===== src/rtl/lsu_ld_engine.sv =====
// rtl/lsu_ld_engine.sv - strided AXI read load engine writing returned beats into on-chip SRAM
module lsu_ld_engine #(
    parameter int AXI_DW  = 32,
    parameter int SRAM_AW = 8,
    parameter int ID_W    = 8,
    parameter int MAX_OUT = 4,
    parameter int NUM_W   = 4
) (
    input  logic               clk,
    input  logic               rst_n,

    input  logic               cmd_vld,
    output logic               cmd_rdy,
    input  logic [ID_W-1:0]    cmd_id,
    input  logic [30:0]        cmd_dram_addr,
    input  logic [7:0]         cmd_len,
    input  logic [NUM_W-1:0]   cmd_num,
    input  logic [15:0]        cmd_str,
    input  logic [SRAM_AW-1:0] cmd_sram_addr,

    output logic [ID_W-1:0]    axi_arid,
    output logic [30:0]        axi_araddr,
    output logic [7:0]         axi_arlen,
    output logic [2:0]         axi_arsize,
    output logic [1:0]         axi_arburst,
    output logic               axi_arvalid,
    input  logic               axi_arready,

    input  logic [ID_W-1:0]    axi_rid,
    input  logic [AXI_DW-1:0]  axi_rdata,
    input  logic [1:0]         axi_rresp,
    input  logic               axi_rlast,
    input  logic               axi_rvalid,
    output logic               axi_rready,

    output logic               sram_cen,
    output logic               sram_wen,
    output logic [SRAM_AW-1:0] sram_addr,
    output logic [AXI_DW-1:0]  sram_din,

    output logic               busy,
    output logic               done,
    output logic               err
);

    // Outstanding counter must hold the value MAX_OUT itself.
    localparam int OUT_W = $clog2(MAX_OUT + 1);

    localparam logic [1:0] S_IDLE  = 2'd0;
    localparam logic [1:0] S_ISSUE = 2'd1;
    localparam logic [1:0] S_DRAIN = 2'd2;

    localparam logic [2:0]       AR_SIZE = 3'($clog2(AXI_DW / 8));
    localparam logic [OUT_W-1:0] OUT_MAX = OUT_W'(MAX_OUT);

    logic [1:0]         state_q,   state_d;
    logic [ID_W-1:0]    id_q,      id_d;
    logic [30:0]        addr_q,    addr_d;
    logic [7:0]         len_q,     len_d;
    logic [NUM_W-1:0]   num_q,     num_d;
    logic [15:0]        str_q,     str_d;
    logic [NUM_W-1:0]   row_q,     row_d;
    logic [OUT_W-1:0]   out_q,     out_d;
    logic [SRAM_AW-1:0] wptr_q,    wptr_d;
    logic               err_q,     err_d;
    logic               done_q,    done_d;
    logic               wr_vld_q,  wr_vld_d;
    logic [SRAM_AW-1:0] wr_addr_q, wr_addr_d;
    logic [AXI_DW-1:0]  wr_data_q, wr_data_d;

    logic cmd_acc;
    logic ar_vld;
    logic ar_hs;
    logic r_rdy;
    logic r_match;
    logic r_end;

    // Handshake decode, counters, address stepping and next-state logic.
    always_comb begin
        cmd_acc = (state_q == S_IDLE) && cmd_vld;
        ar_vld  = (state_q == S_ISSUE) && (out_q < OUT_MAX);
        ar_hs   = ar_vld && axi_arready;
        r_rdy   = (state_q != S_IDLE);
        // Foreign-ID beats are consumed but never written or counted.
        r_match = axi_rvalid && r_rdy && (axi_rid == id_q);
        r_end   = r_match && axi_rlast && (out_q != '0);

        state_d   = state_q;
        id_d      = id_q;
        addr_d    = addr_q;
        len_d     = len_q;
        num_d     = num_q;
        str_d     = str_q;
        row_d     = row_q;
        out_d     = out_q;
        wptr_d    = wptr_q;
        err_d     = err_q;
        done_d    = 1'b0;
        wr_vld_d  = r_match;
        wr_addr_d = wr_addr_q;
        wr_data_d = wr_data_q;

        if (cmd_acc) begin
            id_d   = cmd_id;
            addr_d = cmd_dram_addr;
            len_d  = cmd_len;
            num_d  = cmd_num;
            str_d  = cmd_str;
            row_d  = '0;
            out_d  = '0;
            wptr_d = cmd_sram_addr;
            err_d  = 1'b0;
        end

        // Row address advances only on a handshake so the AR payload holds under backpressure.
        if (ar_hs) begin
            addr_d = addr_q + {15'b0, str_q};
            row_d  = row_q + NUM_W'(1);
        end

        case ({ar_hs, r_end})
            2'b10:   out_d = out_q + OUT_W'(1);
            2'b01:   out_d = out_q - OUT_W'(1);
            default: ;
        endcase

        if (r_match) begin
            wr_addr_d = wptr_q;
            wr_data_d = axi_rdata;
            wptr_d    = wptr_q + SRAM_AW'(1);
            if (axi_rresp != 2'b00) begin
                err_d = 1'b1;
            end
        end

        case (state_q)
            S_IDLE: begin
                if (cmd_acc) begin
                    state_d = S_ISSUE;
                end
            end
            S_ISSUE: begin
                if (ar_hs && (row_q == num_q)) begin
                    state_d = S_DRAIN;
                end
            end
            S_DRAIN: begin
                if (out_d == '0) begin
                    state_d = S_IDLE;
                    done_d  = 1'b1;
                end
            end
            default: state_d = S_IDLE;
        endcase
    end

    // State registers; reset returns every output to its idle value.
    always_ff @(posedge clk or posedge rst_n) begin
        if (rst_n) begin
            state_q   <= S_IDLE;
            id_q      <= '0;
            addr_q    <= '0;
            len_q     <= '0;
            num_q     <= '0;
            str_q     <= '0;
            row_q     <= '0;
            out_q     <= '0;
            wptr_q    <= '0;
            err_q     <= 1'b0;
            done_q    <= 1'b0;
            wr_vld_q  <= 1'b0;
            wr_addr_q <= '0;
            wr_data_q <= '0;
        end else begin
            state_q   <= state_d;
            id_q      <= id_d;
            addr_q    <= addr_d;
            len_q     <= len_d;
            num_q     <= num_d;
            str_q     <= str_d;
            row_q     <= row_d;
            out_q     <= out_d;
            wptr_q    <= wptr_d;
            err_q     <= err_d;
            done_q    <= done_d;
            wr_vld_q  <= wr_vld_d;
            wr_addr_q <= wr_addr_d;
            wr_data_q <= wr_data_d;
        end
    end

    assign cmd_rdy     = (state_q == S_IDLE);
    assign busy        = (state_q != S_IDLE);
    assign done        = done_q;
    assign err         = err_q;

    assign axi_arid    = id_q;
    assign axi_araddr  = addr_q;
    assign axi_arlen   = len_q;
    assign axi_arsize  = AR_SIZE;
    assign axi_arburst = 2'b01;
    assign axi_arvalid = ar_vld;
    assign axi_rready  = r_rdy;

    assign sram_cen    = wr_vld_q;
    assign sram_wen    = wr_vld_q;
    assign sram_addr   = wr_addr_q;
    assign sram_din    = wr_data_q;

endmodule


===== config.mk =====
export PLATFORM = sky130hd
export DESIGN_NAME = lsu_ld_engine
export DESIGN_NICKNAME = d
export VERILOG_FILES = /design/src/rtl/lsu_ld_engine.sv
export SDC_FILE = /design/constraint.sdc
export NUM_CORES = 1
export LEC_CHECK = 0
export CAP_MARGIN = 20
export CORE_ASPECT_RATIO = 0.7
export CORE_MARGIN = 2
export CORE_UTILIZATION = 42
export CTS_CLUSTER_SIZE = 25
export DETAILED_ROUTE_END_ITERATION = 10
export PLACE_DENSITY_LB_ADDON = 0.25
export SLEW_MARGIN = 20
export SYNTH_ARGS = -nofsm -noshare
export SYNTH_HDL_FRONTEND = slang
export SYNTH_SLANG_ARGS = --single-unit
export TNS_END_PERCENT = 100

===== constraint.sdc =====
create_clock -name clk -period 4.2 [get_ports clk]
set_input_delay 0.84 -clock clk [delete_from_list [all_inputs] [get_ports clk]]
set_output_delay 0.84 -clock clk [all_outputs]
set_load 0.05 [all_outputs]

# --- Word level (Yosys, flattened, before mapping) ---
# Cells that the tools add are included.
word_totals:
  regBits: 127
  word_cells: 62
classes:
  addsub: 5
  order_cmp: 1
  n_eq_ne: 9
  muxes: 17
  reduce_logical: 16
ops:
  columns: ["cell", "count"]
  rows:
  - ["2-to-1 mux 31 bit", 2]
  - ["adder 31 x 16 -> 31 bit", 1]
  - ["2-to-1 mux 8 bit", 2]
  - ["adder 8 x 1 -> 8 bit (second input constant)", 1]
  - ["equality test 8 bit", 1]
  - ["logical AND 1 bit", 8]
  - ["2-to-1 mux 4 bit", 2]
  - ["nonzero test 2 bit", 4]
  - ["2-to-1 mux 2 bit", 3]
  - ["one-hot mux 2 bit (3 select lines)", 1]
  - ["one-hot mux 3 bit (2 select lines)", 1]
  - ["2-to-1 mux 1 bit", 5]
  - ["adder 4 x 1 -> 4 bit (second input constant)", 1]
  - ["equality test 2 x 1 -> 1 bit (second input constant)", 2]
  - ["equality test 2 bit (second input constant)", 2]
  - ["equality test 4 bit", 1]
  - ["inequality test 2 x 1 -> 1 bit (second input constant)", 2]
  - ["adder 3 x 1 -> 3 bit (second input constant)", 1]
  - ["logical NOT 3 bit", 1]
  - ["< comparator 3 bit (second input constant)", 1]
  - ["2-to-1 mux 3 bit", 1]
  - ["AND reduction 3 bit", 1]
  - ["nonzero test 3 bit", 1]
  - ["subtractor 3 x 1 -> 3 bit (second input constant)", 1]
  - ["other kinds (2)", 2]

# --- Logic depth before layout (Yosys ltp) ---
logic_depth:
  ltp_word: 10
  mapped_depth: 13
  depth_no_buf: 12

# --- Worst setup path before layout ---
# Ideal clock, no wire load.
synth_path:
  kind: "input to register"
  start: "in axi_arready"
  end: "reg state_q[1]"
  t_arrival_ps: 3312
  required_time_ps: 4080
  slack_ps: 768
  cell_stages: 12
  path_cell_list: "nor3b_4 > inv_2 > clkbuf_1 > buf_1 > ha_1 > inv_1 > fa_1 > xnor2_1 > mux2i_1 > a22o_1 > or3_1 > a31o_1"
synth_via:
  elab_chain_len: 6
synth_rtl:
  columns: ["element", "line", "text"]
  rows:
  - ["start: declaration", "27", "input logic axi_arready,"]
  - ["logical AND 1 bit (*)", "82", "ar_hs = ar_vld && axi_arready;"]
  - ["equality test 2 x 1 -> 1 bit / equality test 2 bit (equally long branches)", "121", "case ({ar_hs, r_end})"]
  - ["one-hot mux 3 bit (2 select lines) (*)", "121", null]
  - ["via out_d[2]", "63", "logic [OUT_W-1:0] out_q, out_d;"]
  - ["logical NOT 3 bit (*)", "148", "if (out_d == '0) begin"]
  - ["inequality test 2 bit (no source line) (*)", null, null]
  - ["AND reduction 3 bit (no source line) (*)", null, null]
  - ["end signal: assignment", "175", "state_q <= state_d;"]
  - ["end: declaration", "56", "logic [1:0] state_q, state_d;"]
# Mark *: on every way through the listed nets, which the timed path passes. The rest lies on a longest branch.
# A chain may end at the register's enable or synchronous reset.

# --- Worst setup path after layout ---
layout_path:
  start: "in axi_rid[2]"
  end: "reg state_q[1]"
layout_via:
  elab_chain_len: 9
layout_rtl:
  columns: ["element", "line", "text"]
  rows:
  - ["start: declaration", "29", "input logic [ID_W-1:0] axi_rid,"]
  - ["equality test 8 bit (*)", "85", "r_match = axi_rvalid && r_rdy && (axi_rid == id_q);"]
  - ["logical AND 1 bit (*)", "85", null]
  - ["via r_match", "75", "logic r_match;"]
  - ["logical AND 1 bit (*) (2 in a row)", "86", "r_end = r_match && axi_rlast && (out_q != '0);"]
  - ["equality test 2 x 1 -> 1 bit / equality test 2 bit (equally long branches)", "121", null]
  - ["one-hot mux 3 bit (2 select lines) (*)", "121", null]
  - ["via out_d[2]", "63", null]
  - ["logical NOT 3 bit (*)", "148", null]
  - ["inequality test 2 bit (no source line) (*)", null, null]
  - ["AND reduction 3 bit (no source line) (*)", null, null]
# Marks and branches as above.

==> impl_metrics.json <==
{
  "synth_top_area_cell": "dfrtp_1",
  "grt_pass1_vias": 5880,
  "hold_path_end": "sram_din[12]$_DFFE_PP0N_",
  "dpl.hpwl_um": 13100,
  "io_buffers": 217,
  "yosysSeqAreaShare_pct": 47.6,
  "die_x_um": 155,
  "tritoncts": "built",
  "regArea_mm2": 0.00318,
  "nets": 1125,
  "cts_setup_buffers": 0,
  "ff2ff_path_depth": 12,
  "antennaDiodeCount": 0,
  "clockPowerShare_pct": 17.9,
  "slew_violations": 0,
  "vias": 6166,
  "hold_class": "reg -> reg",
  "rows": 38,
  "status": "finished, final reports clean",
  "setup_slack_ns": 0.686,
  "grt_setup_unrepaired": "false",
  "hold_depth": 2,
  "synthTopCellsByArea": "dfrtp_1, nand2_1, ha_1",
  "nFillCells": 1359,
  "die_area_mm2": 0.0169,
  "maxCapViolations": 0,
  "p_int_mw": 4.28,
  "wirelength_um": 19000,
  "r2r-start": "state_q[0]$_DFFE_PP0P_",
  "irDropWorstVdd_mv": 0.343,
  "p_sw_share_pct": 48.2,
  "grt_overflow": 0,
  "multi_input_area_mm2": 0.00323,
  "leakage_nw": 4.43,
  "hp-start": "sram_din[12]$_DFFE_PP0N_",
  "finalCritPeriodShare_pct": 83.7,
  "clock-root-buffer": "clkbuf_16",
  "clkTransAtPathRegs_ns": 0.06,
  "yosys_register_bits": 127,
  "drt-pass1-iter-count": 5,
  "max_clock_freq_mhz": 285,
  "fin_cells": 1194,
  "grt_usage_pct": 22.8,
  "yosys_warnings": 0,
  "ioPinCount": 223,
  "p_seq_share_pct": 25.9,
  "cts.sinks": 127,
  "ff2ff_setup_slack_ns": 1.12,
  "grt_max_degree": 128,
  "synth_area_mm2": 0.00668,
  "switchingPower_mw": 3.98,
  "cp.arrival_ns": 3.81,
  "dp.cells": 1162,
  "async_reset_ff_share_pct": 100,
  "area_growth_pct": 43.3,
  "wl_per_cell_um": 15.9,
  "synth-edff-count": 0,
  "crit_type": "in -> reg",
  "start_util_pct": 43.0,
  "yosysMostFrequentCell": "nand2_1",
  "cts_max_path_buffers": 2,
  "fp.coreArea_mm2": 0.0155,
  "pre_cts_slack_ns": 0.260,
  "pwr_density_cell_mw_per_mm2": 863,
  "drive_gt1_share_pct": 6.54,
  "ctsResizeCount": 0,
  "synthTopCellsByCount": "nand2_1, dfrtp_1, nor2_1",
  "cts_made_buffers": 17,
  "clock-skew-final_ns": 0.0101,
  "tightest_slew_ns": 0.939,
  "syn_inst": 775,
  "yosysTopAreaCellShare_pct": 47.6,
  "clk_latency_ns": 0.41,
  "h-tree-depth": 4,
  "worstPathRequired_ns": 4.50,
  "place.gp.congestion": 0.856,
  "slew_headroom_pct": 37.4,
  "viasPerCell": 5.16,
  "cp_max_fo": 3,
  "finalHoldViolCount": 0,
  "drc": 0,
  "synth_ff_type": "dfrtp_1",
  "finalCriticalPeriod_ns": 3.51,
  "ctsHoldBuffers": 0,
  "grt_pass1_wl_um": 30600,
  "die_h_um": 110,
  "drt_iter0_markers": 346,
  "antenna_left": 0,
  "antenna_found_initial": 0,
  "avgSynthCellArea_um2": 8.62,
  "setup-violations-final": 0,
  "worstSetupEndpointType": "flip-flop",
  "r2r-end": "state_q[1]$_DFFE_PP0P_",
  "final.setup.tns_ns": 0,
  "combPwrFrac_pct": 56.2,
  "startpoint_type": "input pin",
  "synth.distinct_cells": 75
}
## layout make-up
type	count	area share [%]
Inverter	17	0.706
Clock inverter	14	1.63
Timing Repair Buffer	227	23.6
Clock buffer	18	4.48
Multi-Input combinational cell	591	33.8
Sequential cell	127	33.2
Tap cell	200	2.61
## kinds of logic after synthesis
family | count (synthesis) | synth area share, %
adders and majority gates | 21 | 4.16
other | 2 | 0.112
buffers and inverters | 60 | 4.29
DFF | 127 | 47.6
muxes | 7 | 1.07
and+or+nand+nor | 404 | 25.8
AOI/OAI and AO/OA | 133 | 14.2
xor gates and xnor gates | 21 | 2.75
## through the flow
stage               hold slack [ns]  total power [mW]  utilization (%)  cell area, um2
floorplan                     0.443              5.38                -            6700
global placement              0.448              6.71             57.8            8990
detailed placement            0.454              6.78             57.8            8990
CTS                           0.467              8.30             61.6            9580
global route                  0.484              8.81             61.6            9580
finish                        0.462              8.27             61.6            9580
## power by group through the flow
stage,Sequential (mW),Combinational [mW],Clock (mW)
finish,2.14,4.65,1.48
global route,2.22,5.03,1.55
CTS,2.14,4.66,1.51
detailed placement,2.15,4.62,0
global placement,2.15,4.56,0
floorplan,3.17,2.21,0
## critical path, stage by stage
cell and delay, ns:
clkdlybuf4s50_1 0.47, xnor2_1 0.11, nand4_1 0.22, nor3_1 0.25, o311a_1 0.21, ha_1 0.17, inv_1 0.06, fa_1 0.37
xnor2_1 0.19, mux2i_1 0.10, a22o_1 0.26, or3_1 0.35, a31o_1 0.23
## routing by layer
metal / routed length [um] / global-route usage, % / up-vias
met5: 0 / 0 / -
met4: 222 / 6.08 / 0
met3: 1210 / 5.16 / 19
met2: 8090 / 33.5 / 225
met1: 9480 / 33.9 / 2889
li1: - / - / 3033
## sequential cells by signal, indices dropped and copies added (netlist names)
signal	count
sram_din	32
axi_araddr	31
str_q	16
axi_arid	8
axi_arlen	8
sram_addr	8
wptr_q	8
num_q	4
row_q	4
out_q	3
state_q	2
done	1
err	1
sram_cen	1
## cell usage in the layout, fill, tap and decap left out, types with 3 or more instances in the layout
| cell | instances |
|---|---|
| ha_1 | 19 |
| nor4_1 | 4 |
| a311oi_1 | 4 |
| inv_6 | 5 |
| or4_1 | 3 |
| clkinvlp_4 | 4 |
| buf_4 | 9 |
| a211oi_1 | 4 |
| or3_1 | 6 |
| xnor2_1 | 17 |
| o211ai_1 | 6 |
| nand3_1 | 15 |
| a21o_1 | 11 |
| a31o_1 | 3 |
| and3_1 | 14 |
| o21ai_0 | 32 |
| nor3_1 | 8 |
| a31oi_1 | 9 |
| o21a_1 | 5 |
| and2_1 | 3 |
| clkbuf_16 | 17 |
| nand4_1 | 8 |
| dfrtp_1 | 127 |
| nor3b_1 | 3 |
| nor2_1 | 34 |
| o31ai_1 | 3 |
| a211oi_2 | 3 |
| xor2_1 | 4 |
| conb_1 | 5 |
| a21oi_1 | 21 |
| mux2i_1 | 6 |
| inv_1 | 14 |
| clkdlybuf4s50_1 | 217 |
| nand2_1 | 290 |
## how the worst max path moves through the flow
stage                      startpoint                endpoint  depth (start not counted)
after global routing       axi_rid[5]          done$_DFF_PP0_                         13
after floorplan           axi_arready  state_q[1]$_DFFE_PP0P_                         12
after CTS                  axi_rid[2]  state_q[1]$_DFFE_PP0P_                         13
final                      axi_rid[2]  state_q[1]$_DFFE_PP0P_                         13
after detailed placement   axi_rid[2]  state_q[1]$_DFFE_PP0P_                         13
after global placement     axi_rid[5]  state_q[1]$_DFFE_PP0P_                         13
No activity file was read; power rests on OpenSTA's default activity.
